$ cat src/rtl/histogram_scanner.sv
// -----------------------------------------------------------------------------
// histogram_scanner
//
// Purpose
//   Reads every bin (0..DATA_NUM-1) of a histogram engine through its shared
//   read port, streams each (bin index, count) pair out over a valid/ready
//   handshake, and reports the total of all counts and, optionally, the peak.
//
// Optional feature
//   HIS_SCAN_PEAK_EN : when defined, PeakAdd/PeakCount track the largest bin
//                      (ties keep the lower index). When undefined both are 0.
//
// Ports
//   clk, rstn          clock (rising edge), asynchronous active-low reset
//   Start              one-cycle scan request, accepted only when idle
//   Valid              engine sample-valid; blocks read issue for 3 cycles
//   HisMemRD/Add       read request and bin address to the engine
//   HisMemRDData       bin count returned two cycles after the request
//   BinValid/BinReady  per-bin output handshake
//   BinAdd/BinCount    bin index and count at the output FIFO head
//   Busy, Done         scan in progress / one-cycle completion pulse
//   Total              sum of all counts of the last scan
//   PeakAdd/PeakCount  index and count of the largest bin
// -----------------------------------------------------------------------------
module histogram_scanner #(
    parameter int DATA_SIZE   = 4,
    parameter int DATA_NUM    = 16,
    parameter int LENGTH_SIZE = 6
) (
    input  logic                             clk,
    input  logic                             rstn,
    input  logic                             Start,
    input  logic                             Valid,
    output logic                             HisMemRD,
    output logic [DATA_SIZE-1:0]             HisMemRDAdd,
    input  logic [LENGTH_SIZE-1:0]           HisMemRDData,
    output logic                             BinValid,
    input  logic                             BinReady,
    output logic [DATA_SIZE-1:0]             BinAdd,
    output logic [LENGTH_SIZE-1:0]           BinCount,
    output logic                             Busy,
    output logic                             Done,
    output logic [LENGTH_SIZE+DATA_SIZE-1:0] Total,
    output logic [DATA_SIZE-1:0]             PeakAdd,
    output logic [LENGTH_SIZE-1:0]           PeakCount
);
    localparam int TOTAL_W    = LENGTH_SIZE + DATA_SIZE;
    localparam int FIFO_DEPTH = 3;
    localparam logic [DATA_SIZE-1:0] LAST_ADD = DATA_SIZE'(DATA_NUM - 1);

    typedef enum logic [1:0] {IDLE, SCAN, DRAIN, DONE} state_t;

    state_t                 stateReg, stateNext;
    logic [DATA_SIZE-1:0]   addReg;
    logic                   validD1, validD2;
    logic                   rdD1, rdD2;
    logic [DATA_SIZE-1:0]   rdAddD1, rdAddD2;
    logic [DATA_SIZE-1:0]   fifoAdd [FIFO_DEPTH];
    logic [LENGTH_SIZE-1:0] fifoCnt [FIFO_DEPTH];
    logic [1:0]             wrPtr, rdPtr, fifoLevel;
    logic [2:0]             committed;
    logic                   startAcc, portFree, creditOk, issue, push, pop;

    assign startAcc = (stateReg == IDLE) && Start;
    // The engine's read port is shared with sample updates, which occupy it
    // for the Valid cycle and the two after.
    assign portFree = !(Valid || validD1 || validD2);
    // Every issued read already owns a FIFO slot, so a returning count can
    // never find the FIFO full.
    assign committed = {1'b0, fifoLevel} + {2'b00, rdD1} + {2'b00, rdD2};
    assign creditOk  = committed < 3'd3;
    assign push      = rdD2;
    assign pop       = BinValid && BinReady;

    // ---------------- FSM: state register ----------------
    always_ff @(posedge clk or negedge rstn) begin
        if (!rstn) stateReg <= IDLE;
        else       stateReg <= stateNext;
    end

    // ---------------- FSM: next state ----------------
    always_comb begin
        stateNext = stateReg;
        case (stateReg)
            IDLE:  if (Start) stateNext = SCAN;
            SCAN:  if (issue && (addReg == LAST_ADD)) stateNext = DRAIN;
            DRAIN: if ((fifoLevel == 2'd0) && !rdD1 && !rdD2) stateNext = DONE;
            DONE:  stateNext = IDLE;
            default: stateNext = IDLE;
        endcase
    end

    // ---------------- FSM: outputs ----------------
    // The read strobe is combinational so it can react to Valid in the
    // same cycle.
    always_comb begin
        issue       = (stateReg == SCAN) && portFree && creditOk;
        HisMemRD    = issue;
        HisMemRDAdd = issue ? addReg : '0;
        Busy        = (stateReg != IDLE);
        Done        = (stateReg == DONE);
    end

    // ---------------- Address counter and read pipeline ----------------
    always_ff @(posedge clk or negedge rstn) begin
        if (!rstn) begin
            addReg  <= '0;
            validD1 <= 1'b0;
            validD2 <= 1'b0;
            rdD1    <= 1'b0;
            rdD2    <= 1'b0;
            rdAddD1 <= '0;
            rdAddD2 <= '0;
        end else begin
            if (startAcc)   addReg <= '0;
            else if (issue) addReg <= addReg + DATA_SIZE'(1);
            validD1 <= Valid;
            validD2 <= validD1;
            rdD1    <= issue;
            rdAddD1 <= addReg;
            rdD2    <= rdD1;
            rdAddD2 <= rdAddD1;
        end
    end

    // ---------------- 3-entry output FIFO ----------------
    always_ff @(posedge clk or negedge rstn) begin
        if (!rstn) begin
            for (int i = 0; i < FIFO_DEPTH; i++) begin
                fifoAdd[i] <= '0;
                fifoCnt[i] <= '0;
            end
            wrPtr     <= 2'd0;
            rdPtr     <= 2'd0;
            fifoLevel <= 2'd0;
        end else begin
            if (push) begin
                fifoAdd[wrPtr] <= rdAddD2;
                fifoCnt[wrPtr] <= HisMemRDData;
                wrPtr <= (wrPtr == 2'd2) ? 2'd0 : wrPtr + 2'd1;
            end
            if (pop) rdPtr <= (rdPtr == 2'd2) ? 2'd0 : rdPtr + 2'd1;
            case ({push, pop})
                2'b10:   fifoLevel <= fifoLevel + 2'd1;
                2'b01:   fifoLevel <= fifoLevel - 2'd1;
                default: fifoLevel <= fifoLevel;
            endcase
        end
    end

    assign BinValid = (fifoLevel != 2'd0);
    // Stale entries are hidden so the bin outputs read 0 whenever nothing is offered.
    assign BinAdd   = BinValid ? fifoAdd[rdPtr] : '0;
    assign BinCount = BinValid ? fifoCnt[rdPtr] : '0;

    // ---------------- Total ----------------
    always_ff @(posedge clk or negedge rstn) begin
        if (!rstn)         Total <= '0;
        else if (startAcc) Total <= '0;
        else if (push)     Total <= Total + TOTAL_W'(HisMemRDData);
    end

    // ---------------- Peak ----------------
`ifdef HIS_SCAN_PEAK_EN
    // Bins arrive in ascending order, so a strict compare keeps the lowest
    // index on ties.
    always_ff @(posedge clk or negedge rstn) begin
        if (!rstn) begin
            PeakAdd   <= '0;
            PeakCount <= '0;
        end else if (startAcc) begin
            PeakAdd   <= '0;
            PeakCount <= '0;
        end else if (push && (HisMemRDData > PeakCount)) begin
            PeakAdd   <= rdAddD2;
            PeakCount <= HisMemRDData;
        end
    end
`else
    assign PeakAdd   = '0;
    assign PeakCount = '0;
`endif

endmodule

$ cat config.mk
export PLATFORM = sky130hd
export DESIGN_NAME = histogram_scanner
export DESIGN_NICKNAME = d
export VERILOG_FILES = /design/src/rtl/histogram_scanner.sv
export SDC_FILE = /design/constraint.sdc
export NUM_CORES = 1
export LEC_CHECK = 0
export ABC_AREA = 1
export BUFFER_PORTS_ARGS = -buffer_cell sky130_fd_sc_hd__buf_2
export CORE_MARGIN = 5
export CORE_UTILIZATION = 55
export CTS_CLUSTER_DIAMETER = 80
export DETAILED_ROUTE_END_ITERATION = 12
export HOLD_SLACK_MARGIN = 0.03
export PLACE_DENSITY = 0.77
export SLEW_MARGIN = 10
export SYNTH_ARGS = -nofsm -noshare
export SYNTH_HDL_FRONTEND = slang
export SYNTH_SLANG_ARGS = --single-unit
$ cat constraint.sdc
create_clock -name clk -period 3.13 [get_ports clk]
set_input_delay 0 -clock clk [delete_from_list [all_inputs] [get_ports clk]]
set_output_delay 0 -clock clk [all_outputs]
set_load 0.02 [all_outputs]
Word level (Yosys, flattened, before mapping)

Index checks and enable logic that the tools add are counted.

Flip-flop bits (word level): 64
Input port bits: 11
Output and inout port bits: 38
Logic and storage cells: 90

Add/subtract/negate cells: 8
Magnitude comparators: 4
Equality and inequality tests: 11
Muxes and demuxes: 26
Bitwise logic cells: 2
Reduce and logical (&&, ||, !) cells: 21

Operators with widths:

| cell                                                 | count |
|---|---|
| two-way mux 4 bit                                    | 7 |
| two-way mux 6 bit                                    | 4 |
| two-way mux 10 bit                                   | 2 |
| bitwise mux 18 bit                                   | 1 |
| binary-select mux 6 bit (select 2 bit)               | 1 |
| bitwise mux 12 bit                                   | 1 |
| demux 6 bit (select 2 bit)                           | 1 |
| adder 10 x 6 -> 10 bit                               | 1 |
| equality test 2 bit (second input constant)          | 5 |
| two-way mux 2 bit                                    | 5 |
| nonzero test 2 bit                                   | 5 |
| binary-select mux 4 bit (select 2 bit)               | 1 |
| demux 4 bit (select 2 bit)                           | 1 |
| logical AND 1 bit                                    | 8 |
| case mux 2 bit (4 select lines)                      | 1 |
| adder 2 x 1 -> 2 bit (second input constant)         | 3 |
| >= comparator 3 bit (second input constant)          | 2 |
| != test 2 bit (second input constant)                | 3 |
| inverter 2 -> 3 bit                                  | 2 |
| adder 4 x 1 -> 4 bit (second input constant)         | 1 |
| equality test 2 x 1 -> 1 bit (second input constant) | 2 |
| equality test 4 bit (second input constant)          | 1 |
| logical NOT 2 bit                                    | 2 |
| case mux 2 bit (2 select lines)                      | 1 |
| other kinds (8)                                      | 11 |

Longest topological paths before layout

Gate-level depths: netlist of the first run.

Word-level depth: 8
Depth in mapped cells: 10
Depth with buffers taken out: 10

Least setup slack after synthesis of the first run

No wires, ideal clock.

Kind: reg-to-reg
From: register fifoLevel[0]
To: register addReg[2]
Setup time: 138 ps
Arrival time: 1,811 ps
Data required time: 2,992 ps
Setup slack: 1,181 ps
Stages on the path, launching flop included: 9
Path buffers: 0
Period minus slack after synthesis: 1,949 ps
Cell sequence: dfrtp_1 fa_1 ha_1 nand2_1 inv_1 nor2_2 nand2_2 nor2_1 a21oi_1

Cells in the longest elaborated chain, start to end: 5

RTL lines:

| item                                | RTL line | text |
|---|---|---|
| start: declaration                  | 60       | `logic [1:0] wrPtr, rdPtr, fifoLevel;` |
| start signal: assignment            | 144      | `2'b10: fifoLevel <= fifoLevel + 2'd1;` |
| start signal: assignment            | 145      | `2'b01: fifoLevel <= fifoLevel - 2'd1;` |
| start signal: assignment            | 146      | `default: fifoLevel <= fifoLevel;` |
| adder 2 x 1 -> 3 bit                | 70       | `assign committed = {1'b0, fifoLevel} + {2'b00, rdD1} + {2'b00, rdD2};` |
| adder 3 x 1 -> 3 bit                | 70       |  |
| less-than comparator 3 x 2 -> 1 bit | 71       | `assign creditOk = committed < 3'd3;` |
| logical AND 1 bit                   | 97       | `issue = (stateReg == SCAN) && portFree && creditOk;` |
| nonzero test 2 bit (no line)        | --       |  |
| end signal: assignment              | 116      | `else if (issue) addReg <= addReg + DATA_SIZE'(1);` |
| end: declaration                    | 54       | `logic [DATA_SIZE-1:0] addReg;` |

Every way passes these cells.
A chain may end at the register's enable or synchronous reset.

Worst setup path in the final report of the first run

From: register rdD2, in the netlist push
To: output HisMemRDAdd[0]

Cells in the longest elaborated chain, start to end: 4

RTL lines:

| item                                | RTL line | text |
|---|---|---|
| start: declaration                  | 56       | `logic rdD1, rdD2;` |
| start signal: assignment            | 121      | `rdD2 <= rdD1;` |
| adder 3 x 1 -> 3 bit                | 70       |  |
| less-than comparator 3 x 2 -> 1 bit | 71       |  |
| logical AND 1 bit                   | 97       |  |
| two-way mux 4 bit                   | 99       | `HisMemRDAdd = issue ? addReg : '0;` |
| end: declaration                    | 35       | `output logic [DATA_SIZE-1:0] HisMemRDAdd,` |

Every way passes these cells.

==> impl_metrics.toml, run 1 <==
[layout]
finalNetCount = 466
regArea_um2 = 1600
final_cells = 519
multi_input_area_um2 = 1320
area_delta_synth_final_pct = 15.4
n_antenna_cell = 0
nFillCells = 530
drive_gt1_frac = 0.160

[floorplanning]
die_w_um = 86.7
dieArea_um2 = 7510
fp.dieH_um = 86.7
rows = 28
core_um2 = 5820
initial_utilization = 0.556
io_pins = 49

[setup_path]
reg2reg_setup_slack_ns = 1.15
startpoint_type = "flop"
cp-endpoint = "HisMemRDAdd[0]"
critPathRequiredTime_ns = 3.13
r2r-end = "addReg[2]"
path_delay_family = "adder cells"
r2r_cells = 9
critPathKind = "reg2out"
slowest_delay_ns = 0.53
timing.rr.start = "push"
worst-path-max-fanout = 13
worst-path-stages = 8
crit_path_start = "push"
worstSetupEndpointType = "output port"
crit_chain = "fa_1 -> ha_1 -> nand2_1 -> inv_1 -> nor2_2 -> nand2_2 -> nor2_1 -> buf_2"
cp.arrival_ns = 2.25
crit_path_top_delay_cell = "dfrtp_1"
crit_buf_inv = 2

[sta]
fin_crit_sh = 0.718
fin_setup_tns_ns = 0
clock.fmax_mhz = 445
rsz0062_at_grt = "false"
finalCriticalPeriod_ns = 2.25
hold_viol = 0
drv_slew = 0
worst_slew_pin_slew_ns = 0.834
setup_violations = 0
maxSlewHeadroom = 0.442
clock_skew_ns = 0.00532

[run]
maxCapViolCount = 0

[clock_tree]
cts_root_buf = "clkbuf_8"
cts-htree-levels = 3
insertion_delay_ns = 0.33
clk_pin_slew_ns = 0.07
cts_resized = 0
cts_buffer_depth = 2
postCtsSetupBuffers = 0
cts.sinks = 64
cts_tree = "done"
cts_buffers = 9
ctsHoldBuffers = 9

[global_routing]
grt_usage = 0.197
first_global_vias = 2530
antenna_found_initial = 0
grt_overflow = 0
grt_max_degree = 38
grt_pass1_wl_mm = 11.7

[detailed_routing]
drc_errors = 0
vias_per_cell = 4.96
routed_wl_mm = 6.73
drtIter0Drc = 139
vias = 2573
antenna_left = 0
wl_per_cell_um = 13.0
first_pass_iters = 4

[synth]
synth.yosys.seq_area_share = 0.496
synth_area_um2 = 3230
synthCells = 391
ys_types = 28
syn-mean-instance-area_um2 = 8.27
synth_warnings = 0
yosys_register_bits = 64

[outcome]
outcome = "finished clean"

[placed_design]
place_congestion = 0.798
dpl.hpwl_mm = 4.58
portBuffers = 38
placed_cells = 494

[min_path]
hold_path.class = "in2reg"

[pwr]
powerDensity_nw_per_um2 = 871
p_leak_nw = 2.05
irDropWorstVdd_v = 0.000423
kinds of logic after synthesis:
| group | share of synthesized area |
|---|---|
| buffers and inverters | 0.105 |
| other | 0.00116 |
| AOI/OAI and AO/OA | 0.0786 |
| adders and majority gates | 0.0666 |
| xor gates and xnor gates | 0.0108 |
| DFF | 0.496 |
| and+or+nand+nor | 0.242 |
through the flow:
stage | cell area [um^2] | total power (W) | hold WS [ns] | utilization | setup slack, ns
floorplan | 3270 | 0.00215 | -0.296 | - | 1.18
global placement | 3430 | 0.00244 | 0.126 | 0.589 | 1.25
detailed placement | 3430 | 0.00248 | 0.126 | 0.589 | 1.19
CTS | 3730 | 0.00327 | 0.0395 | 0.642 | 0.856
global route | 3730 | 0.00351 | 0.0882 | 0.642 | 0.723
finish | 3730 | 0.00325 | 0.0476 | 0.642 | 0.884
per-layer routing:
metal | vias to the layer above | global-route usage | share of wire
met2 | 59 | 0.313 | 0.47
met5 | - | 0 | 0
met1 | 1199 | 0.266 | 0.46
li1 | 1306 | - | -
met4 | 0 | 0.0609 | 0.0088
met3 | 9 | 0.0494 | 0.057
state kept, by name (all words and copies together), names as in the netlist, 4 cells and up:
| name | count |
|---|---|
| Total | 10 |
| addReg | 4 |
| fifoAdd | 12 |
| fifoCnt | 18 |
| rdAddD1 | 4 |
| rdAddD2 | 4 |
where the power goes:
| part | total [W] | internal (W) | switching, W | leakage, nW |
|---|---|---|---|---|
| Clock | 0.000777 | 0.000470 | 0.000306 | 0.108 |
| Combinational | 0.00121 | 0.000429 | 0.000782 | 1.14 |
| Sequential | 0.00126 | 0.00107 | 0.000193 | 0.802 |
worst min path at each step:
| stage | start | to | cells after the start |
|---|---|---|---|
| floorplan | rstn | Total[0] | 0 |
| global placement | rstn | fifoAdd[10] | 1 |
| detailed placement | rstn | fifoAdd[3] | 1 |
| CTS | HisMemRDData[1] | fifoCnt[13] | 3 |
| global route | HisMemRDData[1] | fifoCnt[1] | 3 |
| finish | HisMemRDData[1] | fifoCnt[13] | 3 |
area by class of cell:
| cell class | count | share of cell area |
|---|---|---|
| flip-flops and latches | 64 | 0.429 |
| multi-input cells | 260 | 0.355 |
| repair buffers | 48 | 0.0771 |
| inverters | 56 | 0.0563 |
| clock buffers | 13 | 0.0399 |
| well taps | 75 | 0.0252 |
| clock inverters | 3 | 0.0174 |
cells in the final DEF (no fill, tap or decap), types with 7 or more instances in the layout:
master	count
nand2_1	108
conb_1	10
a21oi_1	7
dfrtp_1	64
o21ai_1	24
ha_1	14
buf_2	38
o21ai_0	18
nand3_1	35
clkbuf_8	10
nor2_1	19
dlygate4sd3_1	9
inv_2	8
inv_1	48
worst min-delay path, stage by stage:
cell     delay, ns
buf_2         0.10
inv_1         0.10
o21ai_1       0.14
cell usage after synthesis:
library cell    n  area share
or2_2           1      0.0019
o21ai_1        24       0.037
o21ai_0        18       0.028
nor3_1          2      0.0031
buf_4          12       0.028
nand3b_1        1      0.0023
nand3_1        35       0.054
dfrtp_1        64        0.50
ha_1           14       0.054
conb_1          1      0.0012
nor2_1         19       0.022
or2_0           1      0.0019
nand3_2         1      0.0031
nor2_2          3      0.0058
nand2_1       108        0.13
inv_1          48       0.056
a22o_1          1      0.0027
xor2_1          2      0.0054
a21oi_1         7       0.011
inv_2           8      0.0093
nand2_2         3      0.0058
nor2_4          2      0.0070
fa_1            2       0.012
buf_2           8       0.012
nand2_4         1      0.0035
xnor2_1         2      0.0054
or2_1           1      0.0019
nand4_1         2      0.0039
(Power assumes the default switching activity.)
==> inputs of run 2 (changes only) <==
- clock period: 3.13 -> 2.2 ns (I/O delays scaled with it)
==> run 2 against run 1 <==
Effect of this change:
- final area grew 2.1%
- sequential power is 43% higher
- power rose by 43%
- critical path depth did not move
- clock power rose by 38%
- combinational power grew 47%
- die area did not move
- sequential share of layout area down 0.87 points
- non-clock buffer count rose by 7
==> impl_metrics.toml, run 2 (synthesized netlist as in run 1, its figures left out) <==
[outcome]
outcome = "finished clean"

[layout]
area_delta_synth_final_pct = 17.9
max_flop_register = "fifoCnt"
n_antenna_cell = 0
finalNetCount = 473
drive_gt1_frac = 0.182
mostFrequentLayoutCell = "nand2_1"
final_cell_mix = "108 x nand2_1, 63 x dfrtp_1, 48 x inv_1"
nFillCells = 517
largest_register_ffs = 18
reg_top3 = "fifoCnt: 18 flops, fifoAdd: 12 flops, Total: 10 flops"

[clock_tree]
cts_root_buf = "clkbuf_8"
cts_tree = "done"
clk_pin_slew_ns = 0.07
cts.sinks = 64
cts_buffers = 9
insertion_delay_ns = 0.34
cts-htree-levels = 3
cts_buffer_depth = 2

[detailed_routing]
first_pass_iters = 4
antenna_left = 0
drc_errors = 0
routed_wl_mm = 6.89
wl_per_cell_um = 13.1
vias_per_cell = 5.01
drtIter0Drc = 126
vias = 2633

[sta]
clock.fmax_mhz = 475
holdWs_ns = 0.171
drv_slew = 0
maxSlewHeadroom = 0.529
clock_skew_ns = 0.00609
worst_slew_pin_slew_ns = 0.705
hold_viol = 0
finalCriticalPeriod_ns = 2.11
fin_setup_tns_ns = 0
fin_crit_sh = 0.957
setup_violations = 0

[setup_path]
startpoint_type = "flop"
worst-path-max-fanout = 7
critPathRequiredTime_ns = 2.20
critPathKind = "reg2out"
cp.arrival_ns = 2.11
worstSetupEndpointType = "output port"

[pwr]
irDropWorstVdd_v = 0.000656
p_leak_nw = 2.10
powerDensity_nw_per_um2 = 1220

[global_routing]
grt_overflow = 0
grt_pass1_wl_mm = 11.7
antenna_found_initial = 0
first_global_vias = 2531
grt_usage = 0.202
grt_max_degree = 25

[floorplanning]
fp.dieH_um = 86.7
io_pins = 49
rows = 28
core_um2 = 5820
die_w_um = 86.7
initial_utilization = 0.556
dieArea_um2 = 7510

[placed_design]
place_congestion = 0.785
dpl.hpwl_mm = 4.74
portBuffers = 38

[min_path]
hold_path.class = "in2async"

[run]
maxCapViolCount = 0
## run 2: cell types whose count changed in the layout (fill, tap and decap cells not counted), sizes merged
cell,before,now
dlygate4sd3,9,10
bufinv,2,1
clkbuf,13,14
buf,39,45
## run 2: worst max-delay path: stages (launching register included)
cell and delay (ns):
dfrtp_2 0.44, fa_1 0.41, ha_1 0.28, nand2_1 0.07, inv_1 0.07, nor2_4 0.13
nand2_4 0.09, nor2_2 0.12, buf_4 0.15
## run 2: power breakdown
group / internal [W] / leakage (nW) / switching [W]
Clock: 0.000646 / 0.113 / 0.000427
Sequential: 0.00153 / 0.801 / 0.000276
Combinational: 0.000636 / 1.18 / 0.00115
Total: 0.00281 / 2.10 / 0.00185
## run 2: path summary, 6_finish.rpt
check / from / end / slack, ns / cells past startpoint
worst max-delay path: fifoLevel[0] / HisMemRDAdd[2] / 0.09 / 8
worst min-delay path: rstn / fifoAdd[9] / 0.17 / 2
worst max register to register: fifoLevel[0] / stateReg[1] / 0.28 / 10
worst min register to register: rdAddD1[1] / rdAddD2[1] / 0.35 / 0
max in group asynchronous: rstn / fifoCnt[15] / 1.34 / 3
min in group clk: Valid / validD1 / 0.33 / 2
## run 2: final cells by class
cell class / count / area [um^2] / share of cell area
multi-input cells: 260 / 1340 / 0.351
repair buffers: 55 / 348 / 0.0913
flip-flops and latches: 64 / 1600 / 0.421
well taps: 75 / 93.8 / 0.0246
inverters: 56 / 210 / 0.0552
clock buffers: 14 / 183 / 0.0479
clock inverters: 2 / 35.0 / 0.00919
## run 2: layer usage
layer	share of wire	track usage	vias up
li1	-	-	1317
met1	0.45	0.275	1247
met2	0.48	0.307	61
met3	0.054	0.0504	8
met4	0.014	0.0878	0
met5	0	0	-
## run 2: stage by stage
stage	power, W	utilization	cells	worst slack [ns]	cell area (um^2)
2_1_floorplan	0.00306	-	400	0.251	3270
3_3_place_gp	0.00350	0.596	499	0.435	3460
3_5_place_dp	0.00357	0.596	499	0.337	3460
4_1_cts	0.00468	0.650	525	0.0186	3780
5_1_grt	0.00505	0.655	526	-0.0255	3810
6_report	0.00466	0.655	526	0.0937	3810
## run 2: what timing repair did
| item | 4_1_cts | 5_1_grt |
|---|---|---|
| resized for setup | 0 | 7 |
| buffers inserted | 0 | 1 |
| hold endpoints to repair | 49 | 0 |
| hold buffers | 10 | 0 |
| endpoints found under the setup margin | 0 | 5 |
==> inputs of run 3 (changes only) <==
- RECOVER_POWER: unset -> 25
==> run 3 against run 2 <==
Effect of this change:
- worst setup slack better by 0.0016 ns
- combinational power hardly changed
- clock-buffer cell count is the same
- sequential power about the same
- final area is 0.23% lower
- power decreased by 0.20%
- clock skew about the same
- clock power about the same
- first-iteration DRC count up 9.5%
- non-clock buffer count stayed put
- wire length shrank 0.52%
- critical path depth stayed put
- largest cell class unchanged
==> impl_metrics.toml, run 3 (synthesized netlist as in run 1, its figures left out) <==
[placed_design]
place_congestion = 0.785
portBuffers = 38
postPlaceCellArea_um2 = 3460
dpl.hpwl_mm = 4.74

[detailed_routing]
vias = 2619
routed_wl_mm = 6.85
first_pass_iters = 4
antenna_left = 0
drc_errors = 0
wl_per_cell_um = 13.0
vias_per_cell = 4.98
drtIter0Drc = 138

[setup_path]
critPathKind = "reg2out"
reg2reg_setup_slack_ns = 0.28
critPathRequiredTime_ns = 2.20
worstSetupEndpointType = "output port"
cp.arrival_ns = 2.10
worst-path-max-fanout = 7
startpoint_type = "flop"
timing.rr.start = "fifoLevel[0]"
r2r-end = "stateReg[1]"
r2r_cells = 10

[global_routing]
grt_pass1_wl_mm = 11.7
antenna_found_initial = 0
first_global_vias = 2531
grtUsageMet1 = 0.275
grt_usage = 0.202
busiest_layer = "met2"
use_met3 = 0.0504
grt_max_degree = 25
grt_overflow = 0
met2_usage = 0.307

[sta]
worst_slew_pin_slew_ns = 1.23
finalCriticalPeriod_ns = 2.10
setup_violations = 0
maxSlewHeadroom = 0.179
drv_slew = 0
clock.fmax_mhz = 475
hold_viol = 0
clock_skew_ns = 0.00577
fin_crit_sh = 0.957

[layout]
reg_top3 = "fifoCnt: 18 flops, fifoAdd: 12 flops, Total: 10 flops"
n_antenna_cell = 0
area_delta_synth_final_pct = 17.7
final_cell_mix = "108 x nand2_1, 63 x dfrtp_1, 48 x inv_1"
drive_gt1_frac = 0.166
fin_area_um2 = 3800
fin_util = 0.654
largest_register_ffs = 18
max_flop_register = "fifoCnt"
finalNetCount = 473
mostFrequentLayoutCell = "nand2_1"

[min_path]
hold_path.class = "reg2reg"
hold_start = "rdAddD1[1]"
whs_path_depth = 0
hold_path_end = "rdAddD2[1]"

[outcome]
outcome = "finished clean"

[floorplanning]
fp.dieH_um = 86.7
dieArea_um2 = 7510
rows = 28
die_w_um = 86.7
initial_utilization = 0.556
io_pins = 49
core_um2 = 5820

[clock_tree]
cts_buffers = 9
cts_tree = "done"
cts.sinks = 64
cts_root_buf = "clkbuf_8"
clk_pin_slew_ns = 0.06
cts_buffer_depth = 2
insertion_delay_ns = 0.34
cts-htree-levels = 3

[pwr]
p_switching_w = 0.00185
p_sw_frac = 0.398
internal_power_w = 0.00280
p_leak_nw = 2.07
clkPwrFrac = 0.231
irDropWorstVdd_v = 0.000653
combinationalPowerShare = 0.382
powerDensity_nw_per_um2 = 1220
p_seq_frac = 0.387

[run]
maxCapViolCount = 0
==> run 3: per-layer routing <==
| metal | vias to the layer above | routed length [um] |
|---|---|---|
| li1 | 1315 | - |
| met4 | 0 | 93 |
| met5 | - | 0 |
| met2 | 64 | 3250 |
| met1 | 1232 | 3100 |
| met3 | 8 | 413 |
==> run 3: worst max path at each step <==
stage	startpoint	endpoint	depth (start not counted)
final	fifoLevel[0]	HisMemRDAdd[2]	8
after global placement	fifoLevel[0]	stateReg[0]	10
after CTS	fifoLevel[0]	HisMemRDAdd[2]	8
after floorplan	fifoLevel[0]	addReg[2]	8
after detailed placement	fifoLevel[0]	stateReg[1]	10
after global routing	rdD1	HisMemRDAdd[0]	8
==> run 3: layout make-up <==
| cell class | instances | area, um^2 |
|---|---|---|
| inverter | 56 | 210 |
| fill | 521 | 2010 |
| clock buffer | 14 | 183 |
| sequential | 64 | 1600 |
| timing repair buffer | 55 | 339 |
| clock inverter | 2 | 35.0 |
| multi-input combinational | 260 | 1340 |
| tap | 75 | 93.8 |
==> run 3: metrics by stage <==
step / cells / setup TNS [ns] / power, W / setup slack, ns / hold WS, ns
final: 526 / 0 / 0.00465 / 0.0953 / 0.348
after global routing: 526 / -0.0919 / 0.00504 / -0.0255 / 0.352
after CTS: 525 / 0 / 0.00468 / 0.0186 / 0.170
after detailed placement: 499 / 0 / 0.00357 / 0.337 / 0.00267
after global placement: 499 / 0 / 0.00350 / 0.435 / 0.00887
after floorplan: 400 / 0 / 0.00306 / 0.251 / -0.296
==> run 3: power groups by stage <==
stage	Combinational (W)	Sequential, W	Clock (W)
after detailed placement	0.00176	0.00182	0
after global routing	0.00204	0.00185	0.00115
after floorplan	0.00129	0.00177	0
after CTS	0.00178	0.00180	0.00110
after global placement	0.00170	0.00180	0
final	0.00178	0.00180	0.00107
==> run 3: critical path, cell delays in order (launching register included) <==
cell and delay (ns):
dfrtp_2 0.44, fa_1 0.41, ha_1 0.28, nand2_1 0.07, inv_1 0.07, nor2_4 0.13, nand2_4 0.09, nor2_2 0.12
buf_4 0.15
==> run 3: repair_timing <==
action | in CTS | in global routing
buffers inserted | 0 | 1
endpoints found under the setup margin | 0 | 5
resized for setup | 0 | 7
hold buffers | 10 | 0
endpoints found under the hold margin | 49 | 0
